==> config.mk <==
export PLATFORM = sky130hd
export DESIGN_NAME = data_sampling_mv
export DESIGN_NICKNAME = d
export VERILOG_FILES = /design/src/rtl/uart_rx_pkg.sv /design/src/rtl/bit_sync2.sv /design/src/rtl/data_sampling_mv.sv
export SDC_FILE = /design/constraint.sdc
export NUM_CORES = 1
export LEC_CHECK = 0
export ABC_AREA = 1
export ABC_CLOCK_PERIOD_IN_PS = 4800
export BUFFER_PORTS_ARGS = -buffer_cell sky130_fd_sc_hd__buf_2
export CORE_ASPECT_RATIO = 1.5
export CORE_UTILIZATION = 49
export CTS_BUF_LIST = sky130_fd_sc_hd__clkbuf_2
export DETAILED_ROUTE_END_ITERATION = 7
export GPL_TIMING_DRIVEN = 0
export PLACE_DENSITY = 0.69
export SLEW_MARGIN = 20
export SYNTH_ARGS = -nofsm -noshare
export SYNTH_HDL_FRONTEND = slang
export SYNTH_SLANG_ARGS = --single-unit
==> constraint.sdc <==
create_clock -name CLK -period 4.8 [get_ports CLK]
set_input_delay 0.24 -clock CLK [delete_from_list [all_inputs] [get_ports CLK]]
set_output_delay 0.24 -clock CLK [all_outputs]
set_load 0.01 [all_outputs]
==> src/rtl/uart_rx_pkg.sv <==
// Shared definitions for the UART RX sampling path.
//   sampler_state_e : majority-vote sampler FSM states
//   DefPrescaleW    : default width of prescale / edge counter
//   DefNumSamples   : default number of oversamples per bit
//   IdleLevel       : UART line level when idle (mark)
//   clog2()         : ceiling log2, for deriving counter widths
package uart_rx_pkg;

  typedef enum logic [1:0] {
    StIdle,
    StCollect,
    StResolve
  } sampler_state_e;

  localparam int unsigned DefPrescaleW  = 6;
  localparam int unsigned DefNumSamples = 3;
  localparam logic        IdleLevel     = 1'b1;

  function automatic int unsigned clog2(input int unsigned value);
    int unsigned result;
    result = 0;
    while ((32'd1 << result) < value) begin
      result = result + 1;
    end
    return result;
  endfunction

endpackage

==> src/rtl/bit_sync2.sv <==
// Two-flop synchroniser for a single asynchronous bit.
//   CLK : clock, rising edge
//   RST : synchronous active-high reset; both flops load ResetVal
//   d_i : asynchronous input
//   q_o : synchronised output, two cycles behind d_i
module bit_sync2 #(
  parameter logic ResetVal = 1'b1
) (
  input  logic CLK,
  input  logic RST,
  input  logic d_i,
  output logic q_o
);

  logic [1:0] sync_d, sync_q;

  always_comb begin
    sync_d = {sync_q[0], d_i};
  end

  always_ff @(posedge CLK) begin
    if (RST) begin
      sync_q <= {2{ResetVal}};
    end else begin
      sync_q <= sync_d;
    end
  end

  assign q_o = sync_q[1];

endmodule

==> src/rtl/data_sampling_mv.sv <==
// UART RX bit sampler with majority vote over NUM_SAMPLES oversamples centred
// on the bit midpoint. Non-unanimous windows are flagged as noise, and a
// one-cycle sample_valid strobe marks each resolve.
//   CLK, RST      : clock / synchronous active-high reset
//   rx_in         : serial RX line
//   prescale      : edges per bit (4..63)
//   edge_cnt      : current edge index within the bit
//   enable        : sampling enable from the RX FSM
//   sampled_bit   : majority-resolved bit, held until the next resolve
//   sample_valid  : one-cycle pulse when sampled_bit/noise_err update
//   noise_err     : last window was not unanimous
// Optional: define DATA_SAMPLING_RX_SYNC_EN to pass rx_in through a 2-flop
// synchroniser (reset to the idle line level) before capture.
module data_sampling_mv
  import uart_rx_pkg::*;
#(
  parameter int unsigned PRESCALE_W  = DefPrescaleW,
  parameter int unsigned NUM_SAMPLES = DefNumSamples,
  parameter int unsigned CNT_W       = 3
) (
  input  logic                  CLK,
  input  logic                  RST,
  input  logic                  rx_in,
  input  logic [PRESCALE_W-1:0] prescale,
  input  logic [PRESCALE_W-1:0] edge_cnt,
  input  logic                  enable,
  output logic                  sampled_bit,
  output logic                  sample_valid,
  output logic                  noise_err
);

  localparam int unsigned WideW   = PRESCALE_W + 1;
  localparam int unsigned HalfWin = (NUM_SAMPLES - 1) / 2;

  // Line value actually captured
  logic rx_s;

`ifdef DATA_SAMPLING_RX_SYNC_EN
  bit_sync2 #(
    .ResetVal(IdleLevel)
  ) u_rx_sync (
    .CLK(CLK),
    .RST(RST),
    .d_i(rx_in),
    .q_o(rx_s)
  );
`else
  assign rx_s = rx_in;
`endif

  // Window arithmetic, one bit wider so underflow/overflow is visible
  logic [WideW-1:0]      half_w, start_raw, end_raw, max_edge;
  logic                  degen;
  logic [PRESCALE_W-1:0] w_start, w_end;
  logic                  in_win;

  always_comb begin
    half_w    = {2'b00, prescale[PRESCALE_W-1:1]};
    start_raw = (half_w >= WideW'(HalfWin)) ? (half_w - WideW'(HalfWin)) : '0;
    end_raw   = start_raw + WideW'(NUM_SAMPLES - 1);
    max_edge  = {1'b0, prescale} - WideW'(1);
    // Window does not fit in the bit: fall back to one sample at the midpoint
    degen     = (end_raw > max_edge);
    w_start   = degen ? half_w[PRESCALE_W-1:0] : start_raw[PRESCALE_W-1:0];
    w_end     = degen ? half_w[PRESCALE_W-1:0] : end_raw[PRESCALE_W-1:0];
    in_win    = (edge_cnt >= w_start) && (edge_cnt <= w_end);
  end

  sampler_state_e        state_d, state_q;
  logic [CNT_W-1:0]      ones_d, ones_q;
  logic [CNT_W-1:0]      idx_d, idx_q;
  logic [PRESCALE_W-1:0] last_edge_d, last_edge_q;
  logic                  bit_d, bit_q;
  logic                  noise_d, noise_q;
  logic                  valid_d, valid_q;

  logic             capture;
  logic [CNT_W-1:0] ones_inc;

  always_comb begin
    state_d     = state_q;
    ones_d      = ones_q;
    idx_d       = idx_q;
    last_edge_d = last_edge_q;
    bit_d       = bit_q;
    noise_d     = noise_q;
    valid_d     = 1'b0;
    capture     = 1'b0;
    ones_inc    = ones_q + CNT_W'(rx_s);

    unique case (state_q)
      StIdle: begin
        if (enable && (edge_cnt == w_start)) begin
          capture = 1'b1;
        end
      end
      StCollect: begin
        if (!enable || !in_win) begin
          // Disabled or counter left the window early: abort, outputs hold
          state_d = StIdle;
          ones_d  = '0;
          idx_d   = '0;
        end else if (edge_cnt != last_edge_q) begin
          capture = 1'b1;
        end
      end
      StResolve: begin
        state_d = StIdle;
        ones_d  = '0;
        idx_d   = '0;
      end
      default: begin
        state_d = StIdle;
        ones_d  = '0;
        idx_d   = '0;
      end
    endcase

    if (capture) begin
      ones_d      = ones_inc;
      idx_d       = idx_q + CNT_W'(1);
      last_edge_d = edge_cnt;
      if (edge_cnt == w_end) begin
        // Outputs register on the last capture so they are valid in RESOLVE
        state_d = StResolve;
        valid_d = 1'b1;
        if (degen) begin
          bit_d   = rx_s;
          noise_d = 1'b0;
        end else begin
          bit_d   = (ones_inc > CNT_W'(NUM_SAMPLES / 2));
          noise_d = (ones_inc != '0) && (ones_inc != CNT_W'(NUM_SAMPLES));
        end
      end else begin
        state_d = StCollect;
      end
    end
  end

  always_ff @(posedge CLK) begin
    if (RST) begin
      state_q     <= StIdle;
      ones_q      <= '0;
      idx_q       <= '0;
      last_edge_q <= '0;
      bit_q       <= 1'b0;
      noise_q     <= 1'b0;
      valid_q     <= 1'b0;
    end else begin
      state_q     <= state_d;
      ones_q      <= ones_d;
      idx_q       <= idx_d;
      last_edge_q <= last_edge_d;
      bit_q       <= bit_d;
      noise_q     <= noise_d;
      valid_q     <= valid_d;
    end
  end

  assign sampled_bit  = bit_q;
  assign sample_valid = valid_q;
  assign noise_err    = noise_q;

endmodule

==> impl_metrics.json, run 1 <==
{
  "finalHoldViolations": 0,
  "die_h_um": 71.0,
  "reg2reg_to": "sampled_bit",
  "cp.required_ns": 5.01,
  "switchingPower_mw": 0.143,
  "finalWirelength_um": 3300,
  "drv_slew": 0,
  "critical_path.top_delay_family": "adder cells",
  "track_usage_pct": 23.0,
  "setup_viol": 0,
  "relSlewSlack_pct": 75.5,
  "dr.pass1.iters": 4,
  "clock-root-buffer": "clkbuf_2",
  "netlist_instances": 227,
  "port_buffers": 18,
  "crit_end": "ones_q[1]",
  "swShare_pct": 41.3,
  "ant_nets": 0,
  "post_cts_buffers": 0,
  "arrival_ns": 4.45,
  "ys_seq_area_share_pct": 18.0,
  "multi_input_area_um2": 1130,
  "reg2reg_depth": 8,
  "cp-startpoint": "prescale[1]",
  "fp-row-count": 24,
  "clock_sinks": 14,
  "yosys_warnings": 0,
  "p_leak_nw": 0.918,
  "dieWidth_um": 48.0,
  "cts-buffers-inserted": 3,
  "drc_errors": 0,
  "cts_tree": "done",
  "skew_ns": 0.0102,
  "period_minus_slack_ns": 4.24,
  "worstPathMaxFanout": 10,
  "post_drt_via_cell_ratio": 5.12,
  "seqPwrFrac_pct": 34.6,
  "grt_pass1_vias": 1408,
  "dp.cells": 284,
  "coreArea_um2": 2970,
  "grt_max_degree": 11,
  "grt_pass1_wl_um": 5640,
  "clock_path_buffers": 2,
  "area_growth_syn_to_layout_pct": 11.7,
  "r2r_slack_ns": 3.34,
  "ys_ff_latch": 14,
  "wl_per_cell_um": 11.4,
  "antenna_found_initial": 0,
  "min_period_over_period_pct": 88.3,
  "drive_above_1_share_pct": 20.0,
  "fmaxAchievable_mhz": 236,
  "dieArea_um2": 3410,
  "max_stage_delay_ns": 0.36,
  "drtIter0Drc": 21,
  "irDropWorstVdd_uv": 164,
  "combPwrFrac_pct": 50.8,
  "gp_congestion": 0.790,
  "diodes": 0,
  "cp_slowest_cell": "ha_1",
  "cts.htree.levels": 1,
  "cp_common_cell": "nand2_1",
  "crit_buf_inv": 7,
  "stdcell_count": 289,
  "min_path_cells": 2,
  "tightestPinTransition_ns": 0.364,
  "cp-end-kind": "flop",
  "ioPinCount": 19,
  "vias": 1481,
  "pwr-share-clk_pct": 14.7,
  "synth.distinct_cells": 29,
  "clk-insertion-delay-late_ns": 0.27,
  "drv_cap": 0,
  "grt_overflow": 0,
  "synth.avg_cell_area_um2": 6.85,
  "cp_num_cells": 29,
  "syn_nets": 268,
  "initial_utilization_pct": 52.3,
  "crit_type": "input port to flop",
  "finalSetupTns_ns": 0,
  "ff_latch_area_um2": 280,
  "crit_path_start_kind": "input port",
  "fin_nets": 293,
  "worstHoldPathType": "input port to flop",
  "cts.repair.resized": 0,
  "dpl.hpwl_um": 2810,
  "fillCellCount": 312,
  "run_status": "completed",
  "p_int_mw": 0.203,
  "grt_setup_unrepaired": "false",
  "holdBufCountCts": 0,
  "synth_area_um2": 1550,
  "powerDensity_nw_per_um2": 199,
  "clkSlewWorstSetupHoldPaths_ns": 0.12,
  "worstReg2RegStart": "ones_q[0]",
  "final_util_pct": 58.4
}
[area by class of cell]
cell class / count / share of cell area, %
Buffer: 3 / 1.30
Clock buffer: 3 / 0.865
Inverter: 32 / 6.92
Multi-Input combinational cell: 178 / 65.2
Sequential cell: 14 / 16.2
Tap cell: 39 / 2.81
Timing Repair Buffer: 20 / 6.78
[Yosys cell counts]
cell,n,area (µm²)
o21ai_4,1,16.3
inv_2,4,15.0
nor2_1,25,93.8
ha_1,25,313
xnor2_1,4,35.0
a31oi_1,1,6.26
nor2_4,1,11.3
buf_6,1,11.3
a21boi_0,1,7.51
buf_4,1,7.51
o21ai_1,1,5.00
nand3_4,1,17.5
nand3_2,5,50.1
o21a_1,1,7.51
nor4_2,1,12.5
a21o_1,1,7.51
nand2_1,47,176
o21ai_2,2,17.5
o21ai_0,18,90.1
nand2_2,5,31.3
clkbuf_1,1,3.75
dfxtp_1,14,280
nand3_1,11,55.1
nand4_1,3,18.8
inv_1,28,105
xor2_1,8,70.1
nor2_2,5,31.3
a21oi_1,10,50.1
o211ai_1,1,7.51
[worst register-to-register path: cells and delay by family (launching register included)]
kind                       cells  cell delay, ns
DFF                            1            0.34
xor gates and xnor gates       1            0.21
and+or+nand+nor                3            0.20
AOI/OAI and AO/OA              1            0.15
buffers and inverters          1            0.08
adders and majority gates      2            0.37
[power by group through the flow]
stage          Sequential [mW]  Combinational (mW)  Clock, mW
3_3_place_gp             0.122               0.173          0
2_1_floorplan            0.122               0.132          0
6_report                 0.119               0.175     0.0507
5_1_grt                  0.120               0.205     0.0570
4_1_cts                  0.119               0.177     0.0549
3_5_place_dp             0.122               0.176          0
[cell usage in the layout, fill, tap and decap left out, drive strengths merged]
cell and count:
a21boi 1, a21o 1, a21oi 10, a31oi 1, buf 22, clkbuf 4
dfxtp 14, ha 25, inv 32, nand2 52, nand3 17, nand4 3
nor2 31, nor4 1, o211ai 1, o21a 1, o21ai 22, xnor2 4
xor2 8
[metal layers]
layer	global-route usage, %	part of all wire (%)	routed length [µm]
met5	0	0	0
met4	11.1	2.8	92
met3	0.765	1.9	63
met2	43.4	56	1840
met1	23.3	39	1300
[worst min path at each step]
| stage | from | endpoint | slack, ns |
|---|---|---|---|
| after floorplan | RST | ones_q[0] | 0.31 |
| after global placement | noise_err | noise_err | 0.46 |
| after detailed placement | noise_err | noise_err | 0.46 |
| after CTS | RST | ones_q[0] | 0.16 |
| after global routing | RST | ones_q[0] | 0.16 |
| final | RST | ones_q[2] | 0.18 |
[cell families after synthesis]
kind of cell / share of synthesized area (%)
xor+xnor: 6.76
flops: 18.0
fa+ha+maj: 20.1
simple gates: 32.0
compound gates: 13.9
buf+inv: 9.18
[metrics by stage]
stage | hold WS (ns) | power [mW] | instance area (µm²) | worst slack (ns)
floorplan | 0.309 | 0.254 | 1550 | 1.07
global placement | 0.459 | 0.295 | 1690 | 0.178
detailed placement | 0.461 | 0.298 | 1690 | 0.195
CTS | 0.165 | 0.351 | 1710 | 0.481
global route | 0.164 | 0.381 | 1740 | 0.0998
finish | 0.183 | 0.345 | 1740 | 0.561
[flip-flops by register name, indices dropped and copies added (netlist names)]
name and flops:
last_edge_q 6, noise_err 1, ones_q 3, sample_valid 1
sampled_bit 1, state_q 2
(Power assumes the default switching activity.)
==> run 2, diff against run 1 <==
--- a/config.mk
+++ b/config.mk
@@ -8,12 +8,13 @@
 export ABC_AREA = 1
 export ABC_CLOCK_PERIOD_IN_PS = 4800
 export BUFFER_PORTS_ARGS = -buffer_cell sky130_fd_sc_hd__buf_2
+export CAP_MARGIN = 20
 export CORE_ASPECT_RATIO = 1.5
 export CORE_UTILIZATION = 49
 export CTS_BUF_LIST = sky130_fd_sc_hd__clkbuf_2
 export DETAILED_ROUTE_END_ITERATION = 7
 export GPL_TIMING_DRIVEN = 0
-export PLACE_DENSITY = 0.69
+export PLACE_DENSITY = 0.73
 export SLEW_MARGIN = 20
 export SYNTH_ARGS = -nofsm -noshare
 export SYNTH_HDL_FRONTEND = slang
==> run 2 against run 1 <==
  * Sequential share of layout area up 0.22 points
  * First-iteration DRC count grew 33%
  * Count of clock-buffer cells in the layout stayed put
  * Largest power group unchanged
  * Sequential cell count stayed put
  * Cell count shrank 0.35%
  * Design area is 1.4% lower
  * Combinational power about the same
  * Global-route usage shrank 1.7 points
  * Critical path depth unchanged
  * Maximum frequency about the same
  * Core utilization is 0.80 points lower
==> impl_metrics.json, run 2 (synthesis results as in run 1) <==
{
  "cts-buffers-inserted": 3,
  "ant_nets": 0,
  "skew_ns": 0.00950,
  "clock_sinks": 14,
  "arrival_ns": 4.41,
  "ioPinCount": 19,
  "run_status": "completed",
  "cp_slowest_cell": "ha_1",
  "wl_per_cell_um": 11.0,
  "powerDensity_nw_per_um2": 202,
  "holdBufCountCts": 0,
  "final_util_pct": 57.6,
  "drive_above_1_share_pct": 19.3,
  "drv_cap": 0,
  "setup_viol": 0,
  "finalSetupTns_ns": 0,
  "fin_nets": 291,
  "initial_utilization_pct": 52.3,
  "fmaxAchievable_mhz": 236,
  "stdcell_count": 288,
  "cp_common_cell": "nand2_1",
  "clkSlewWorstSetupHoldPaths_ns": 0.13,
  "coreArea_um2": 2970,
  "die_h_um": 71.0,
  "relSlewSlack_pct": 75.8,
  "irDropWorstVdd_uv": 138,
  "drc_errors": 0,
  "worstPathMaxFanout": 10,
  "crit_path_start_kind": "input port",
  "grt_pass1_wl_um": 5330,
  "dr.pass1.iters": 5,
  "grt_setup_unrepaired": "false",
  "finalWirelength_um": 3180,
  "port_buffers": 18,
  "post_drt_via_cell_ratio": 5.06,
  "clock_path_buffers": 2,
  "final_common_cell": "nand2_1",
  "drtIter0Drc": 28,
  "cp.required_ns": 4.98,
  "grt_pass1_vias": 1333,
  "final_cell_mix": "nand2_1 (47), inv_1 (28), nor2_1 (25), ha_1 (25)",
  "cts.repair.resized": 0,
  "hold-worst-slack_ns": 0.181,
  "post_cts_buffers": 0,
  "dp.cells": 284,
  "crit_type": "input port to flop",
  "period_minus_slack_ns": 4.24,
  "top_register": "last_edge_q",
  "dieWidth_um": 48.0,
  "p_leak_nw": 0.906,
  "max_stage_delay_ns": 0.36,
  "dieArea_um2": 3410,
  "dpl.hpwl_um": 2700,
  "clk-insertion-delay-late_ns": 0.28,
  "clock-root-buffer": "clkbuf_2",
  "track_usage_pct": 21.3,
  "grt_overflow": 0,
  "drv_slew": 0,
  "cts.htree.levels": 1,
  "cp-end-kind": "flop",
  "reg_top3": "last_edge_q: 6 flops, ones_q: 3 flops, state_q: 2 flops",
  "grt_max_degree": 11,
  "cts_tree": "done",
  "fp-row-count": 24,
  "vias": 1458,
  "p_total_mw": 0.346,
  "antenna_found_initial": 0,
  "gp_congestion": 0.747,
  "min_period_over_period_pct": 88.2,
  "area_growth_syn_to_layout_pct": 10.1,
  "worstHoldPathType": "input port to flop",
  "diodes": 0,
  "largest_reg_flops": 6,
  "finalHoldViolations": 0,
  "tightestPinTransition_ns": 0.361
}
==> run 2: cell types whose count changed in the layout (fill, tap and decap cells not counted), sizes merged <==
cell / previous run / this run
buf: 22 / 20
clkinv: 0 / 1
==> run 2: cell type report <==
| cell class | count | area, µm² |
|---|---|---|
| Sequential cell | 14 | 280 |
| Clock buffer | 3 | 15.0 |
| Inverter | 32 | 120 |
| Multi-Input combinational cell | 178 | 1130 |
| Tap cell | 39 | 48.8 |
| Timing Repair Buffer | 18 | 90.1 |
| Fill cell | 321 | 1260 |
| Buffer | 3 | 22.5 |
| Clock inverter | 1 | 3.75 |
==> run 2: metal layers <==
| layer | GRT usage, % | vias to the layer above | part of all wire, % |
|---|---|---|---|
| li1 | - | 788 | - |
| met1 | 20.4 | 639 | 40 |
| met2 | 41.7 | 23 | 55 |
| met3 | 2.04 | 8 | 2.0 |
| met4 | 8.02 | 0 | 2.8 |
| met5 | 0 | - | 0 |
==> run 2: metrics by stage <==
step | setup slack (ns) | instance area (µm²)
after global routing | 0.0660 | 1710
after floorplan | 1.07 | 1550
after global placement | 0.259 | 1690
after detailed placement | 0.221 | 1690
after CTS | 0.500 | 1710
final | 0.565 | 1710
==> run 2: worst paths after layout <==
check	start	slack (ns)	cells past startpoint	end
hold / removal	RST	0.18	2	ones_q[1]
hold reg to reg	sampled_bit	0.48	2	sampled_bit
setup / recovery	prescale[1]	0.56	29	noise_err
setup reg to reg	last_edge_q[4]	3.35	8	noise_err
==> run 2: power by group <==
group          switching [mW]  internal (mW)  total [mW]
clock network          0.0366         0.0181      0.0547
logic                   0.106         0.0660       0.172
registers             0.00120          0.118       0.119
total                   0.144          0.202       0.346
==> run 2: critical path: cells and delay by family <==
family	cells	cell delay, ns
and+or+nand+nor	13	1.37
AOI/OAI and AO/OA	6	0.76
buffers and inverters	6	0.83
adders and majority gates	4	1.20
